==> config.mk <==
export PLATFORM = sky130hd
export DESIGN_NAME = adder_arbiter
export DESIGN_NICKNAME = d
export VERILOG_FILES = /design/src/rtl/adder_arbiter_pkg.sv /design/src/rtl/adder_arbiter_adder.sv /design/src/rtl/adder_arbiter.sv
export SDC_FILE = /design/constraint.sdc
export NUM_CORES = 1
export LEC_CHECK = 0
export ABC_AREA = 1
export ABC_CLOCK_PERIOD_IN_PS = 3100
export BUFFER_PORTS_ARGS = -buffer_cell sky130_fd_sc_hd__buf_2
export CAP_MARGIN = 20
export CORE_ASPECT_RATIO = 1.1
export CORE_UTILIZATION = 55
export DETAILED_ROUTE_END_ITERATION = 16
export GPL_TIMING_DRIVEN = 1
export PLACE_DENSITY_LB_ADDON = 0.2
export SETUP_SLACK_MARGIN = 0.05
export SYNTH_ARGS = -nofsm -noshare
export SYNTH_HDL_FRONTEND = slang
export SYNTH_HIERARCHICAL = 1
export SYNTH_SLANG_ARGS = --single-unit
==> constraint.sdc <==
create_clock -name clk -period 3.1 [get_ports clk]
set_input_delay 0.155 -clock clk [delete_from_list [all_inputs] [get_ports clk]]
set_output_delay 0.155 -clock clk [all_outputs]
set_load 0.01 [all_outputs]
==> src/rtl/adder_arbiter_pkg.sv <==
// Shared definitions for adder_arbiter: FSM encoding, op codes, widths.
package adder_arbiter_pkg;

   typedef enum logic [1:0] {
      ST_IDLE = 2'd0,
      ST_CALC = 2'd1,
      ST_DONE = 2'd2
   } state_t;

   localparam logic OP_ADD = 1'b0;
   localparam logic OP_SUB = 1'b1;

   localparam int ID_W   = 1;
   localparam int DATA_W = 32;

endpackage

==> src/rtl/adder_arbiter_adder.sv <==
// adder: 32-bit two's-complement adder with carry-in.
// The sum is formed 33 bits wide on sign-extended operands. result carries
// the low 31 bits; cout carries the top two bits {s32, s31}, so the full
// 32-bit sum is {cout[0], result} and signed overflow is cout[1] ^ cout[0].
module adder
   import adder_arbiter_pkg::*;
(
   input  logic [DATA_W-1:0] operand1,
   input  logic [DATA_W-1:0] operand2,
   input  logic              cin,
   output logic [DATA_W-2:0] result,
   output logic [1:0]        cout
);

   logic [DATA_W:0] sum;

   assign sum    = {operand1[DATA_W-1], operand1}
                 + {operand2[DATA_W-1], operand2}
                 + {{DATA_W{1'b0}}, cin};
   assign result = sum[DATA_W-2:0];
   assign cout   = sum[DATA_W:DATA_W-1];

endmodule

==> src/rtl/adder_arbiter.sv <==
// adder_arbiter: shares one adder between two valid/ready requesters.
// IDLE grants and captures operands, CALC drives the adder and registers
// the result, DONE holds it until out_valid && out_ready.
// Config macro ADDER_ARB_RR_EN: defined -> round-robin tie-break,
// undefined -> fixed priority (requester 0 wins ties, no pointer register).
module adder_arbiter
   import adder_arbiter_pkg::*;
(
   input  logic              clk,
   input  logic              reset,
   input  logic              req0_valid,
   output logic              req0_ready,
   input  logic [DATA_W-1:0] req0_a,
   input  logic [DATA_W-1:0] req0_b,
   input  logic              req0_sub,
   input  logic              req1_valid,
   output logic              req1_ready,
   input  logic [DATA_W-1:0] req1_a,
   input  logic [DATA_W-1:0] req1_b,
   input  logic              req1_sub,
   output logic              out_valid,
   input  logic              out_ready,
   output logic [ID_W-1:0]   out_id,
   output logic [DATA_W-1:0] out_result,
   output logic              out_overflow,
   output logic              busy
);

   state_t            state, state_nxt;
   logic [1:0]        grant;
   logic              prio;
   logic [DATA_W-1:0] op_a, op_b;
   logic              op_sub;
   logic [ID_W-1:0]   op_id;
   logic [DATA_W-1:0] operand2;
   logic              cin;
   logic [DATA_W-2:0] sum_lo;
   logic [1:0]        cout;

`ifdef ADDER_ARB_RR_EN
   // Tie-break pointer: after any grant, priority moves to the other side
   always_ff @(posedge clk) begin
      if (reset)
         prio <= 1'b0;
      else if (state == ST_IDLE && grant != 2'b00)
         prio <= grant[0];
   end
`else
   assign prio = 1'b0;
`endif

   // Grant: a lone valid always wins, ties go to the priority holder
   always_comb begin
      grant = {req1_valid, req0_valid};
      if (req0_valid && req1_valid)
         grant = prio ? 2'b10 : 2'b01;
   end

   // State register
   always_ff @(posedge clk) begin
      if (reset)
         state <= ST_IDLE;
      else
         state <= state_nxt;
   end

   // Next-state logic
   always_comb begin
      state_nxt = state;
      case (state)
         ST_IDLE: if (grant != 2'b00)          state_nxt = ST_CALC;
         ST_CALC:                              state_nxt = ST_DONE;
         ST_DONE: if (out_ready)               state_nxt = ST_IDLE;
         default:                              state_nxt = ST_IDLE;
      endcase
   end

   // FSM outputs: readys only while idle, result valid only in DONE
   always_comb begin
      req0_ready = (state == ST_IDLE) && grant[0];
      req1_ready = (state == ST_IDLE) && grant[1];
      out_valid  = (state == ST_DONE);
      busy       = (state != ST_IDLE);
   end

   // Operand capture on grant, so requesters may move on immediately
   always_ff @(posedge clk) begin
      if (reset) begin
         op_a   <= '0;
         op_b   <= '0;
         op_sub <= OP_ADD;
         op_id  <= '0;
      end else if (state == ST_IDLE && grant != 2'b00) begin
         if (grant[1]) begin
            op_a   <= req1_a;
            op_b   <= req1_b;
            op_sub <= req1_sub;
            op_id  <= ID_W'(1);
         end else begin
            op_a   <= req0_a;
            op_b   <= req0_b;
            op_sub <= req0_sub;
            op_id  <= ID_W'(0);
         end
      end
   end

   // Subtract is a + ~b + 1
   assign operand2 = (op_sub == OP_SUB) ? ~op_b : op_b;
   assign cin      = (op_sub == OP_SUB);

   adder u_adder (
      .operand1 (op_a),
      .operand2 (operand2),
      .cin      (cin),
      .result   (sum_lo),
      .cout     (cout)
   );

   // Result registers: loaded only at the end of CALC, held through DONE
   always_ff @(posedge clk) begin
      if (reset) begin
         out_result   <= '0;
         out_overflow <= 1'b0;
         out_id       <= '0;
      end else if (state == ST_CALC) begin
         out_result   <= {cout[0], sum_lo};
         out_overflow <= cout[1] ^ cout[0];
         out_id       <= op_id;
      end
   end

endmodule

Word level (Yosys, flattened, before mapping)
Index checks and enable logic that the tools add are counted.
{"block": "word_totals", "ff_bits": 102, "out_inout_bits": 38, "in_bits": 135}
{"block": "classes", "reduce_logical": 8, "n_addsub": 2, "bitwise_logic": 2, "n_mux": 9, "eq_ne": 4}
{"operator": "$mux W32", "n": 3}
{"operator": "$add A32 B32 Y33", "n": 1}
{"operator": "$add A33 B1 Y33", "n": 1}
{"operator": "$not A32 Y32", "n": 1}
{"operator": "$mux W2", "n": 3}
{"operator": "$pmux W2 S3", "n": 1}
{"operator": "$logic_and A1 B1 Y1", "n": 4}
{"operator": "$ne A2 B1 Y1 const B", "n": 2}
{"operator": "$reduce_bool A2 Y1", "n": 2}
{"operator": "$eq A2 B1 Y1 const B", "n": 1}
{"operator": "$eq A2 B2 Y1 const B", "n": 1}
{"operator": "$logic_not A2 Y1", "n": 1}
{"operator": "$mux W1", "n": 2}
{"operator": "$reduce_and A2 Y1", "n": 1}
{"operator": "$xor A1 B1 Y1", "n": 1}

Depth between registers and ports, before layout
{"block": "logic_depth", "word_depth": 5, "depth_mapped": 17}

Hierarchy
Netlist, hierarchy kept.
{"module": "adder_arbiter", "area_per_inst_um2": 5146.2, "n_inst": 1, "cells_each": 834}
{"module": "adder", "area_per_inst_um2": 2434.8, "n_inst": 1, "cells_each": 523}

Worst setup path after synthesis
Ideal clock, no wire load.
{"block": "synth_path", "kind": "register to register", "start": "register op_sub (netlist: cin)", "end": "register out_overflow", "arrival_ns": 2.445, "setup_time_ns": 0.117, "required_ns": 2.983, "path_stages_with_launch": 18, "period_less_slack_ns": 2.562, "slack_ns": 0.538, "n_path_buf": 1, "path_cell_list": "dfxtp_1 clkbuf_1 xor2_1 fa_1 fa_1 nand2_1 nand2_1 nand3_1 nand2_2 nand2_1 nand2_2 nand2_1 nand2_1 nand2_1 nand2_1 xor2_1 nor2_1 nor2_1"}
{"block": "synth_via", "elab_chain_cells": 4}
{"element": "start, declared", "line": "adder_arbiter.sv:33", "source": "logic op_sub;"}
{"element": "start signal, assigned", "line": "adder_arbiter.sv:97", "source": "op_sub <= req1_sub;"}
{"element": "start signal, assigned", "line": "adder_arbiter.sv:102", "source": "op_sub <= req0_sub;"}
{"element": "$mux W32", "line": "adder_arbiter.sv:109", "source": "assign operand2 = (op_sub == OP_SUB) ? ~op_b : op_b;"}
{"element": "named net operand2[0]", "line": "adder_arbiter.sv:35", "source": "logic [DATA_W-1:0] operand2;"}
{"element": "$add A32 B32 Y33", "line": "adder_arbiter_adder.sv:18", "source": "+ {operand2[DATA_W-1], operand2}"}
{"element": "$add A33 B1 Y33", "line": "adder_arbiter_adder.sv:19", "source": "+ {{DATA_W{1'b0}}, cin};"}
{"element": "named net cout[1]", "line": "adder_arbiter.sv:38", "source": "logic [1:0] cout;"}
{"element": "$xor A1 B1 Y1", "line": "adder_arbiter.sv:128", "source": "out_overflow <= cout[1] ^ cout[0];"}
{"element": "end signal, assigned", "line": "adder_arbiter.sv:128"}
{"element": "end, declared", "line": "adder_arbiter.sv:25", "source": "output logic out_overflow,"}
The timed path passes the listed nets, and every way through them passes these cells.
A chain may end at the register's enable or synchronous reset.

Worst setup path after layout
Same ends and word-level chain as after synthesis.

==> summary.md <==
The flow ran to the end, and the final reports show no timing, DRC or antenna violations. The worst-case headroom to the max-slew limit was 0.4635; the maximum fanout along the worst path was 3. The logs give 0.3821 for the met1 demand-to-capacity share in global routing and 0 for the post-cts resize count. The startpoint identified for the worst hold timing path is reset. The combined area of all synthesized cells came out at 7581 um2. The logs give 0.3876 GHz for the maximum frequency from static timing analysis and 23 for the count of cell types in the netlist.

Setup total negative slack on the finished layout was measured at 0 ns. The number of failing setup endpoints in the final timing report is 0. The tools report the remaining antenna violation count as 0. The cell chosen for the clock root is sky130_fd_sc_hd__clkbuf_16.

The total number of placement rows was 44. Count of unresolved DRC violations after routing: 0. The clock net sink count was 102; the final routed wire length divided by cell count was 11.28 um. Routing usage on met2: 0.4456. At the end of routability-driven placement, the weighted congestion stood at 0.9248.

The run gives 0.2694 as the proportion of synthesized chip area in sequential cells. Element type at the critical path start: a flop. In this run the standard cell core region covers 13320 um2. The number of detailed-routing iterations run before antenna repair came out at 5.

Share of total power in the clock network: 0.241. The logs give 0 for the number of maximum-capacitance violations and 9 for the number of buffers created by CTS. For the fraction of power consumed by sequential logic, the log shows 0.341.

The tools report the sort of element at the end of the critical path as a flop. The share of the cycle needed by the critical path after routing is 0.8323, and the post-CTS clock slew at the launch and capture registers of the worst setup and hold paths is 0.07 ns. TritonCTS built the clock tree. For the final database, setup skew stands at 0.01198 ns. The count of buffers added on input and output ports is 172.

Leading cell type in the layout, fill and taps excluded: sky130_fd_sc_hd__nand2_1. The run gives 4.638 mW as the total power. The via density per instance is 4.711. The routed layout has 7928 vias. The number of nets in the layout is 1662.

The simple logic cell fraction of the synthesized area was 0.4473. Fraction of the mapped netlist area in compound gates: 0.03895. XOR/XNOR share of the synthesized area: 0.05545. After the first detailed-routing iteration, the DRC count stood at 521. Synthesis produced 1357 cells.

Along the worst hold path, the cell count comes to 2. STA puts the critical path data arrival time at 2.80 ns. The ratio of total power to cell area is 528.0 nW/um2, and the maximum vdd drop is 0.2713 mV. The area added between synthesis and finish works out to 15.88%.

The highest-utilization routing layer at the global route stage is met2. Leakage power: 5.389 nW. The switching portion of total power was 0.3935. The horizontal die dimension works out to 113.9 um. The endpoint of the most critical register-to-register path is out_overflow. Post-CTS timing repair inserted 0 buffers for setup. Startpoint of the worst register-to-register path: cin.

The first global-routing pass estimated 31.86 mm of wire. The tools report the total track usage as 0.2746. Setup repair after global routing left no endpoint under its margin.

The combinational group share of total power was 0.417; the final cell count without fillers was 1683. The effective utilization at floorplan is 0.5690, and the slack of the worst reg-to-reg path is 0.52 ns. The number of global-route vias before repair was 7090. The longest clock path from root to sink contains 2 buffers. The number of nets handed over by synthesis was 1525. The ratio of cells with drive above 1 in the final layout was 0.1394; the total internal power was 2.813 mW.

The worst path meets setup with 0.5199 ns of slack. After detailed routing, the total wire length is 18.98 mm. The final-report hold violation count is 0, and the largest net degree at the start of global routing is 73. At the worst endpoint, the required time is 3.32 ns. Hold repair after CTS inserted 0 buffers. After synthesis, the mean cell area works out to 5.587 um2. Global-route met3 utilization: 0.03296. At the later pin of the worst-skew pair, clock insertion delay measures 0.34 ns.

The tools report the worst-case hold path end point as state[1]. 0 antenna diodes ended up in the layout. The die is 125.1 um tall. The critical path in this run is classified as flop to flop. The H-tree was split into 3 levels. The initial antenna violation count was 0; the mux cell area share after synthesis was 0.

In the layout the commonest cells are sky130_fd_sc_hd__nand2_1 (516), sky130_fd_sc_hd__nor2_1 (242), sky130_fd_sc_hd__inv_1 (191). The remaining global-route overflow was 0; the switching power summed over all nets was 1.825 mW. The post-synthesis adder-cell area fraction was 0.05644; the top-level I/O count was 173. The worst setup slack before clock tree synthesis came out at 0.5383 ns. Type of the tightest min-delay check: input port to flop. The combinational family with the most area after synthesis was simple AND/OR/NAND/NOR gates. Number of pins with negative max-slew slack in the final report: 0.

The synthesis-stage register bit count is 102, and the post-DP HPWL is 14.95 mm. The shortest clock period the worst path allows after layout is 2.580 ns, and the die area is 14260 um2. The slew at the pin closest to its max-slew limit was 0.8035 ns.

Counting cells, the worst reg-to-reg path comes to 16. In this run, placement finished with an instance count of 1667. The number of warnings reported in the yosys synthesis log came out at 6.
==> layout make-up <==
cell class | count | area, um2
Fill cell | 1420 | 4538
Tap cell | 184 | 230.2
Multi-Input combinational cell | 1004 | 4544
Sequential cell | 102 | 2043
Timing Repair Buffer | 181 | 940.9
Clock buffer | 11 | 232.7
Clock inverter | 5 | 57.56
Inverter | 196 | 735.7
==> sequential cells by signal, summed over array words and instances, names as in the netlist <==
register / flops
cin: 1
op_a: 32
op_b: 32
op_id: 1
out_id: 1
out_overflow: 1
out_result: 32
state: 2
==> critical path: stages, from the launching register on <==
cell and delay (ns):
sky130_fd_sc_hd__dfxtp_2 0.33, sky130_fd_sc_hd__xor2_1 0.17, sky130_fd_sc_hd__fa_1 0.49, sky130_fd_sc_hd__fa_1 0.46, sky130_fd_sc_hd__nand2_1 0.10, sky130_fd_sc_hd__nand2_1 0.08
sky130_fd_sc_hd__nand3_1 0.11, sky130_fd_sc_hd__nand2_2 0.08, sky130_fd_sc_hd__nand2_1 0.08, sky130_fd_sc_hd__nand2_2 0.07, sky130_fd_sc_hd__nand2_1 0.08, sky130_fd_sc_hd__nand2_1 0.05
sky130_fd_sc_hd__nand2_1 0.05, sky130_fd_sc_hd__nand2_1 0.05, sky130_fd_sc_hd__xor2_1 0.13, sky130_fd_sc_hd__nor2_1 0.08, sky130_fd_sc_hd__nor2_1 0.04
==> power by group through the flow <==
stage               Clock (mW)  Sequential, mW  Combinational [mW]
floorplan                    0            1.61                1.40
global placement             0            1.61                1.89
detailed placement           0            1.61                1.91
CTS                       1.14            1.58                1.93
global route              1.19            1.60                2.23
finish                    1.12            1.58                1.94
==> cell usage after synthesis (all sizes together) <==
cell type / number / share of area
buf: 33 / 0.025
xnor2: 2 / 0.0023
fa: 2 / 0.0053
or2: 2 / 0.0017
o21ai: 34 / 0.022
nand2: 523 / 0.26
ha: 31 / 0.051
inv: 196 / 0.097
a21oi: 22 / 0.015
nand3: 91 / 0.060
dfxtp: 102 / 0.27
xor2: 46 / 0.053
clkbuf: 22 / 0.011
nor2: 243 / 0.12
nand4: 2 / 0.0017
a21o: 1 / 0.00099
nor3: 4 / 0.0026
o21bai: 1 / 0.00099
==> worst max-delay path by stage <==
stage,from,endpoint,slack (ns),depth (start not counted)
floorplan,cin,out_overflow,0.54,17
global placement,cin,out_overflow,0.58,16
detailed placement,cin,out_overflow,0.54,16
CTS,cin,out_overflow,0.52,16
global route,cin,out_overflow,0.25,16
finish,cin,out_overflow,0.52,16
==> stage by stage <==
| stage | utilization | hold WS [ns] | area [um2] |
|---|---|---|---|
| finish | 0.6594 | 0.02492 | 8785 |
| global route | 0.6594 | 0.02942 | 8785 |
| CTS | 0.6594 | 0.01341 | 8785 |
| detailed placement | 0.6376 | 0.3724 | 8494 |
| global placement | 0.6376 | 0.3684 | 8494 |
| floorplan | - | 0.2241 | 7581 |
==> per-layer routing <==
| metal | routed length (um) | share of wire | vias up |
|---|---|---|---|
| li1 | - | - | 4313 |
| met1 | 9378 | 0.49 | 3365 |
| met5 | 0 | 0 | - |
| met4 | 295 | 0.016 | 0 |
| met2 | 8352 | 0.44 | 230 |
| met3 | 955 | 0.050 | 20 |
==> cells by family (layout without fill, tap and decap cells) <==
kind of cell / count (synthesis) / in the layout
AND/OR/NAND/NOR: 865 / 865
AO/OA/AOI/OAI: 58 / 58
buffers and inverters: 251 / 393
XOR/XNOR: 48 / 48
adder cells (fa/ha/maj): 33 / 33
flip-flops: 102 / 102
(Power assumes the default switching activity.)
